`src/rtl/im_boot_loader_pkg.sv`:
```
// Shared sizes, FSM state encoding and count-byte helpers for the IM boot loader.
package im_boot_loader_pkg;

    localparam int IM_DEPTH  = 128;
    localparam int OP_W      = 7;
    localparam int LIT_W     = 8;
    localparam int IM_WORD_W = OP_W + LIT_W;
    localparam int IM_ADDR_W = $clog2(IM_DEPTH);
    localparam int CNT_W     = IM_ADDR_W + 1;

    typedef enum logic [2:0] {
        ST_IDLE  = 3'd0,
        ST_COUNT = 3'd1,
        ST_HI    = 3'd2,
        ST_LO    = 3'd3,
        ST_CHK   = 3'd4,
        ST_DONE  = 3'd5,
        ST_ERR   = 3'd6
    } state_t;

    // A count byte of zero stands for a full memory image.
    function automatic logic [CNT_W-1:0] count_words(input logic [7:0] b);
        return (b == 8'd0) ? CNT_W'(IM_DEPTH) : b;
    endfunction

    function automatic logic count_bad(input logic [7:0] b);
        return b > 8'(IM_DEPTH);
    endfunction

endpackage

```
`src/rtl/im_boot_loader_word_assembler.sv`:
```
// Pairs an opcode (HI) byte with a literal (LO) byte into one IM word; flags a HI byte
// with bit 7 set. word_valid pulses the cycle after the LO byte is taken.
module im_boot_loader_word_assembler
    import im_boot_loader_pkg::*;
(
    input  logic                 clk,
    input  logic                 rst,
    input  logic                 hi_take,
    input  logic                 lo_take,
    input  logic [LIT_W-1:0]     data,
    output logic                 hi_fault,
    output logic [IM_WORD_W-1:0] word,
    output logic                 word_valid
);

    logic [OP_W-1:0] hi_q;

    assign hi_fault = hi_take & data[LIT_W-1];

    always_ff @(posedge clk) begin
        // NOTE: state registers use non-blocking assignments so every flop samples pre-edge values.
        if (rst) begin
            hi_q       <= '0;
            word       <= '0;
            word_valid <= 1'b0;
        end else begin
            word_valid <= lo_take;
            if (hi_take) hi_q <= data[OP_W-1:0];
            if (lo_take) word <= {hi_q, data};
        end
    end

endmodule

```
`src/rtl/im_boot_loader.sv`:
```
// Boot-time IM programmer: byte stream in, 15-bit words written from address 0 upward.
// Define IM_LOADER_CHECKSUM_EN to require a trailing checksum byte per session.
module im_boot_loader
    import im_boot_loader_pkg::*;
(
    input  logic                 clk,
    input  logic                 rst,
    input  logic                 start,
    input  logic [7:0]           rx_data,
    input  logic                 rx_valid,
    output logic                 rx_ready,
    input  logic [IM_ADDR_W-1:0] pc,
    output logic [IM_ADDR_W-1:0] im_addr,
    output logic                 im_we,
    output logic [IM_WORD_W-1:0] im_wdata,
    output logic                 cpu_rst,
    output logic                 busy,
    output logic                 done,
    output logic                 err,
    output logic [CNT_W-1:0]     words_loaded
);

    state_t               state, state_next;
    logic [IM_ADDR_W-1:0] wptr;
    logic [CNT_W-1:0]     word_count;
    logic                 accept, session_start, hi_take, lo_take, hi_fault, last_word;
    logic                 csum_ok;

    assign rx_ready      = state inside {ST_COUNT, ST_HI, ST_LO, ST_CHK};
    assign accept        = rx_valid & rx_ready;
    assign hi_take       = accept && (state == ST_HI);
    assign lo_take       = accept && (state == ST_LO);
    assign session_start = start && (state inside {ST_IDLE, ST_DONE, ST_ERR});
    assign last_word     = (words_loaded + CNT_W'(1)) == word_count;

    // The final write lands one cycle after the FSM leaves LO, so busy covers it.
    assign busy    = rx_ready | im_we;
    assign done    = (state == ST_DONE) && !im_we;
    assign err     = (state == ST_ERR);
    assign cpu_rst = busy | err;
    assign im_addr = busy ? wptr : pc;

`ifdef IM_LOADER_CHECKSUM_EN
    localparam state_t LAST_NEXT = ST_CHK;
    logic [7:0] csum;

    always_ff @(posedge clk) begin
        if (rst)                            csum <= 8'd0;
        else if (accept && state == ST_COUNT) csum <= rx_data;
        else if (accept)                    csum <= csum + rx_data;
    end

    assign csum_ok = (csum + rx_data) == 8'd0;
`else
    localparam state_t LAST_NEXT = ST_DONE;
    assign csum_ok = 1'b1;
`endif

    im_boot_loader_word_assembler u_asm (
        .clk        (clk),
        .rst        (rst),
        .hi_take    (hi_take),
        .lo_take    (lo_take),
        .data       (rx_data),
        .hi_fault   (hi_fault),
        .word       (im_wdata),
        .word_valid (im_we)
    );

    always_ff @(posedge clk) begin
        if (rst) state <= ST_IDLE;
        else     state <= state_next;
    end

    always_comb begin
        // NOTE: default first so every path assigns state_next and no latch is inferred.
        state_next = state;
        case (state)
            ST_IDLE, ST_DONE, ST_ERR: if (start)  state_next = ST_COUNT;
            ST_COUNT:                 if (accept) state_next = count_bad(rx_data) ? ST_ERR : ST_HI;
            ST_HI:                    if (accept) state_next = hi_fault ? ST_ERR : ST_LO;
            ST_LO:                    if (accept) state_next = last_word ? LAST_NEXT : ST_HI;
            ST_CHK:                   if (accept) state_next = csum_ok ? ST_DONE : ST_ERR;
            default:                  state_next = ST_IDLE;
        endcase
    end

    // NOTE: only loader bookkeeping is reset; the IM itself keeps its image across rst.
    always_ff @(posedge clk) begin
        if (rst) begin
            wptr         <= '0;
            words_loaded <= '0;
            word_count   <= '0;
        end else if (session_start) begin
            wptr         <= '0;
            words_loaded <= '0;
        end else begin
            if (im_we) begin
                wptr         <= wptr + IM_ADDR_W'(1);
                words_loaded <= words_loaded + CNT_W'(1);
            end
            if (accept && state == ST_COUNT) word_count <= count_words(rx_data);
        end
    end

endmodule

```
`config.mk`:
```
export PLATFORM = sky130hd
export DESIGN_NAME = im_boot_loader
export DESIGN_NICKNAME = d
export VERILOG_FILES = /design/src/rtl/im_boot_loader_pkg.sv /design/src/rtl/im_boot_loader_word_assembler.sv /design/src/rtl/im_boot_loader.sv
export SDC_FILE = /design/constraint.sdc
export NUM_CORES = 1
export LEC_CHECK = 0
export BUFFER_PORTS_ARGS = -buffer_cell sky130_fd_sc_hd__buf_4
export CAP_MARGIN = 20
export CORE_MARGIN = 5
export CORE_UTILIZATION = 58
export CTS_CLUSTER_DIAMETER = 120
export CTS_CLUSTER_SIZE = 8
export DETAILED_ROUTE_END_ITERATION = 10
export GPL_TIMING_DRIVEN = 1
export PLACE_DENSITY = 0.95
export SLEW_MARGIN = 20
export SYNTH_ARGS = -nofsm -noshare
export SYNTH_HDL_FRONTEND = slang
export SYNTH_HIERARCHICAL = 1
export SYNTH_SLANG_ARGS = --single-unit
export TNS_END_PERCENT = 30
```
`constraint.sdc`:
```
create_clock -name clk -period 4.5 [get_ports clk]
set_clock_uncertainty 0.05 [all_clocks]
set_input_delay 0.45 -clock clk [delete_from_list [all_inputs] [get_ports clk]]
set_output_delay 0.45 -clock clk [all_outputs]
set_load 0.05 [all_outputs]
```
==> summary.txt <==
Initial drt markers: 78
DP Wirelength: 3870 um
FF+latch count, synth: 49
Crit-path max FO: 18
Sw Pwr: 0.305 mW
Outcome: finished, final reports clean
Number of fill cells: 321
Total clock sinks: 49
GPL Wtd Cong: 0.814
Most frequent cells in the layout: buf_4, nor2_1, dfxtp_1, nand2_1, mux2i_1
Remaining global-route overflow: 0
Pre-CTS setup slack: 2.12 ns
Post-Route WL: 5280 um
Sequential Power Share: 44.0%
Worst EP required: 4.00 ns
Clock slew at reported path FFs: 0.09 ns
RR Endpoint: state[1]
Largest net degree at the start of global routing: 36
Drt first pass iters: 5
Syn_nets: 292
Hold_sp: rx_data[3]
Maximum clock path buffer count: 2
Hold Slack: 0.367 ns
Proportion of layout cells with a drive suffix above 1: 25.2%
First-pass GRT wire length: 8710 um
Resize count post-CTS: 0
Port bufs: 54
Slew Limit Headroom: 46.4%
Final Non-Filler Cells: 367
CTS Hold Bufs: 0
Global Route Usage Sum: 20.0%
Final WS setup: 1.78 ns
Post-Synthesis Cells: 271
Vias in the first global route: 1965
Cell Rows: 23
Fin nets: 337
Critical path, cell by cell: nor2_1, xnor2_1, nor2_2, mux2_2, buf_4
Cell area after synthesis: 0.00243 sq mm
Core ar.: 0.00403 sq mm
Worst skew pair latency: 0.30 ns
Worst vdd ir: 235 uV
Routed via count: 2012
Worst Reg-to-Reg Cells: 7
CP endpoint kind: primary output
Hold Path Depth: 3
Routed wl met3: 462 um
Post-CTS Setup Inserts: 0
Post-route ant nets: 0
Internal power: 0.749 mW
Setup slack, reg-to-reg: 2.32 ns
Fin. Hold Viols: 0
Final Cycle Share: 60.4%
Metal1 wirelength: 2300 um
Placed Cells: 359
Clock buffer count from CTS: 5
CTS tree: built
Hold endpoint: u_asm/word[3]
Yosys Warn Count: 6
Initial Util: 60.3%
Data arrival, critical path: 2.22 ns
Highest metal used: met4
Tot Pwr: 1.05 mW
Comb power frac: 21.3%
Antenna Cells: 0
Area Overhead vs Synth: 19.8%
Reg2reg start: words_loaded[0]
Slew @ Worst Pin: 0.798 ns
Post-synthesis cell type count: 47
Clk network pwr share: 34.7%
Hold crit path type: primary input to register
Number of max-cap violations: 0
Avg Vias per Cell: 5.48
Critical setup path kind: register to primary output
Max Slew Vio Count: 0
Root buffer cell: clkbuf_8
CP max stage cell: dfxtp_1
# IOs: 55
H-Tree Depth: 2
Fin Setup TNS: 0 ns
Final setup violation count: 0
Chip width: 74.7 um
Crit path time final: 2.72 ns
Avg WL per Cell: 14.4 um
Delay-heaviest family, CP: flip-flops
Worst path bufs/invs: 1
Startpoint types: register
Most common cell after layout, fill and taps aside: buf_4
Initial antenna violation count: 0
Die Footprint: 0.00558 sq mm
Switching share of power: 28.9%
Register area share after synthesis: 40.4%
P_leak: 1.14 nW
Die height: 74.7 um
Unrepaired setup endpoints after global routing: false
PwrDens: 362 mW/mm^2
Syn avg cell area: 8.96 sq um
DRC Markers: 0
DR WL met2: 2440 um
CP peak stage delay: 0.66 ns
Fmax achieved: 368 MHz
==> cell usage after synthesis, drive strengths merged <==
| cell type | n | area [sq um] |
|---|---|---|
| a21oi | 13 | 65.1 |
| buf | 11 | 92.6 |
| inv | 2 | 7.51 |
| or4 | 1 | 7.51 |
| xnor2 | 10 | 87.6 |
| a21o | 1 | 7.51 |
| clkbuf | 6 | 42.5 |
| mux2i | 24 | 240 |
| o221ai | 1 | 8.76 |
| nor3 | 6 | 30.0 |
| a31oi | 2 | 12.5 |
| nand4 | 6 | 37.5 |
| a211oi | 3 | 27.5 |
| xor2 | 12 | 105 |
| o31ai | 1 | 7.51 |
| ha | 2 | 25.0 |
| nor4 | 3 | 25.0 |
| o22ai | 1 | 6.26 |
| nand2b | 2 | 12.5 |
| and2 | 3 | 18.8 |
| o21ai | 4 | 20.0 |
| mux2 | 7 | 78.8 |
| nand3 | 2 | 27.5 |
| or3 | 3 | 18.8 |
| a311oi | 1 | 8.76 |
| nor2b | 3 | 18.8 |
| and3 | 3 | 20.0 |
| dfxtp | 49 | 981 |
| o31a | 3 | 26.3 |
| nor2 | 51 | 194 |
| o21bai | 1 | 7.51 |
| nand2 | 28 | 108 |
| nor4bb | 2 | 20.0 |
| dlygate4sd3 | 1 | 10.0 |
| nor3b | 2 | 15.0 |
| o21a | 1 | 7.51 |
==> layout make-up <==
class	instances	area, sq um	share of cell area, %
multi-input cells	202	1300	44.8
clock buffers	5	68.8	2.37
clock inverters	3	65.1	2.24
inverters	2	7.51	0.258
repair buffers	56	420	14.5
well taps	50	62.6	2.15
flip-flops and latches	49	981	33.7
==> sequential cells by signal, indices dropped and copies added, names as in the netlist <==
signal and flops:
u_asm/word 15, word_count 8, words_loaded 8, u_asm/word_valid 1, state 3, wptr 7
u_asm/hi_q 7
==> per-stage QoR <==
step	area, sq um	utilization, %
finish	2910	72.2
floorplan	2430	-
CTS	2910	72.1
global route	2910	72.2
global placement	2770	68.8
detailed placement	2770	68.8
==> worst max-delay path by stage <==
stage | start | slack, ns | end | cells past startpoint
2_1_floorplan | u_asm/word_valid | 1.49 | done | 3
3_3_place_gp | state[1] | 2.18 | im_addr[6] | 5
3_5_place_dp | state[1] | 2.12 | im_addr[6] | 5
4_1_cts | state[1] | 1.77 | im_addr[3] | 5
5_1_grt | state[1] | 1.62 | im_addr[3] | 5
6_report | state[1] | 1.78 | im_addr[3] | 5
==> cells by family (layout without fill, tap and decap cells) <==
logic type / after synthesis / after routing / synth area share, %
AO/OA/AOI/OAI: 32 / 32 / 8.45
multiplexers: 31 / 31 / 13.1
XOR/XNOR: 22 / 22 / 7.93
AND/OR/NAND/NOR: 115 / 115 / 22.8
adder cells (fa/ha/maj): 2 / 2 / 1.03
buffers and inverters: 20 / 66 / 6.29
flip-flops: 49 / 49 / 40.4
==> power by group through the flow <==
| stage | combinational, mW | sequential (mW) | clock, mW |
|---|---|---|---|
| 2_1_floorplan | 0.173 | 0.467 | 0 |
| 3_3_place_gp | 0.219 | 0.472 | 0 |
| 3_5_place_dp | 0.223 | 0.473 | 0 |
| 4_1_cts | 0.224 | 0.463 | 0.373 |
| 5_1_grt | 0.240 | 0.466 | 0.389 |
| 6_report | 0.224 | 0.464 | 0.366 |
==> per-layer routing <==
| metal | vias to the layer above | GRT usage (%) |
|---|---|---|
| met5 | - | 0 |
| met4 | 0 | 5.34 |
| met3 | 9 | 6.28 |
| met2 | 63 | 34.4 |
| met1 | 926 | 24.2 |
| li1 | 1014 | - |
==> worst register-to-register path, delay by kind of cell, from the launching register on <==
kind,cells,cell delay [ns]
AO/OA/AOI/OAI,1,0.13
adder cells (fa/ha/maj),1,0.34
flip-flops,1,0.48
AND/OR/NAND/NOR,5,1.05
No activity file was read; power rests on OpenSTA's default activity.
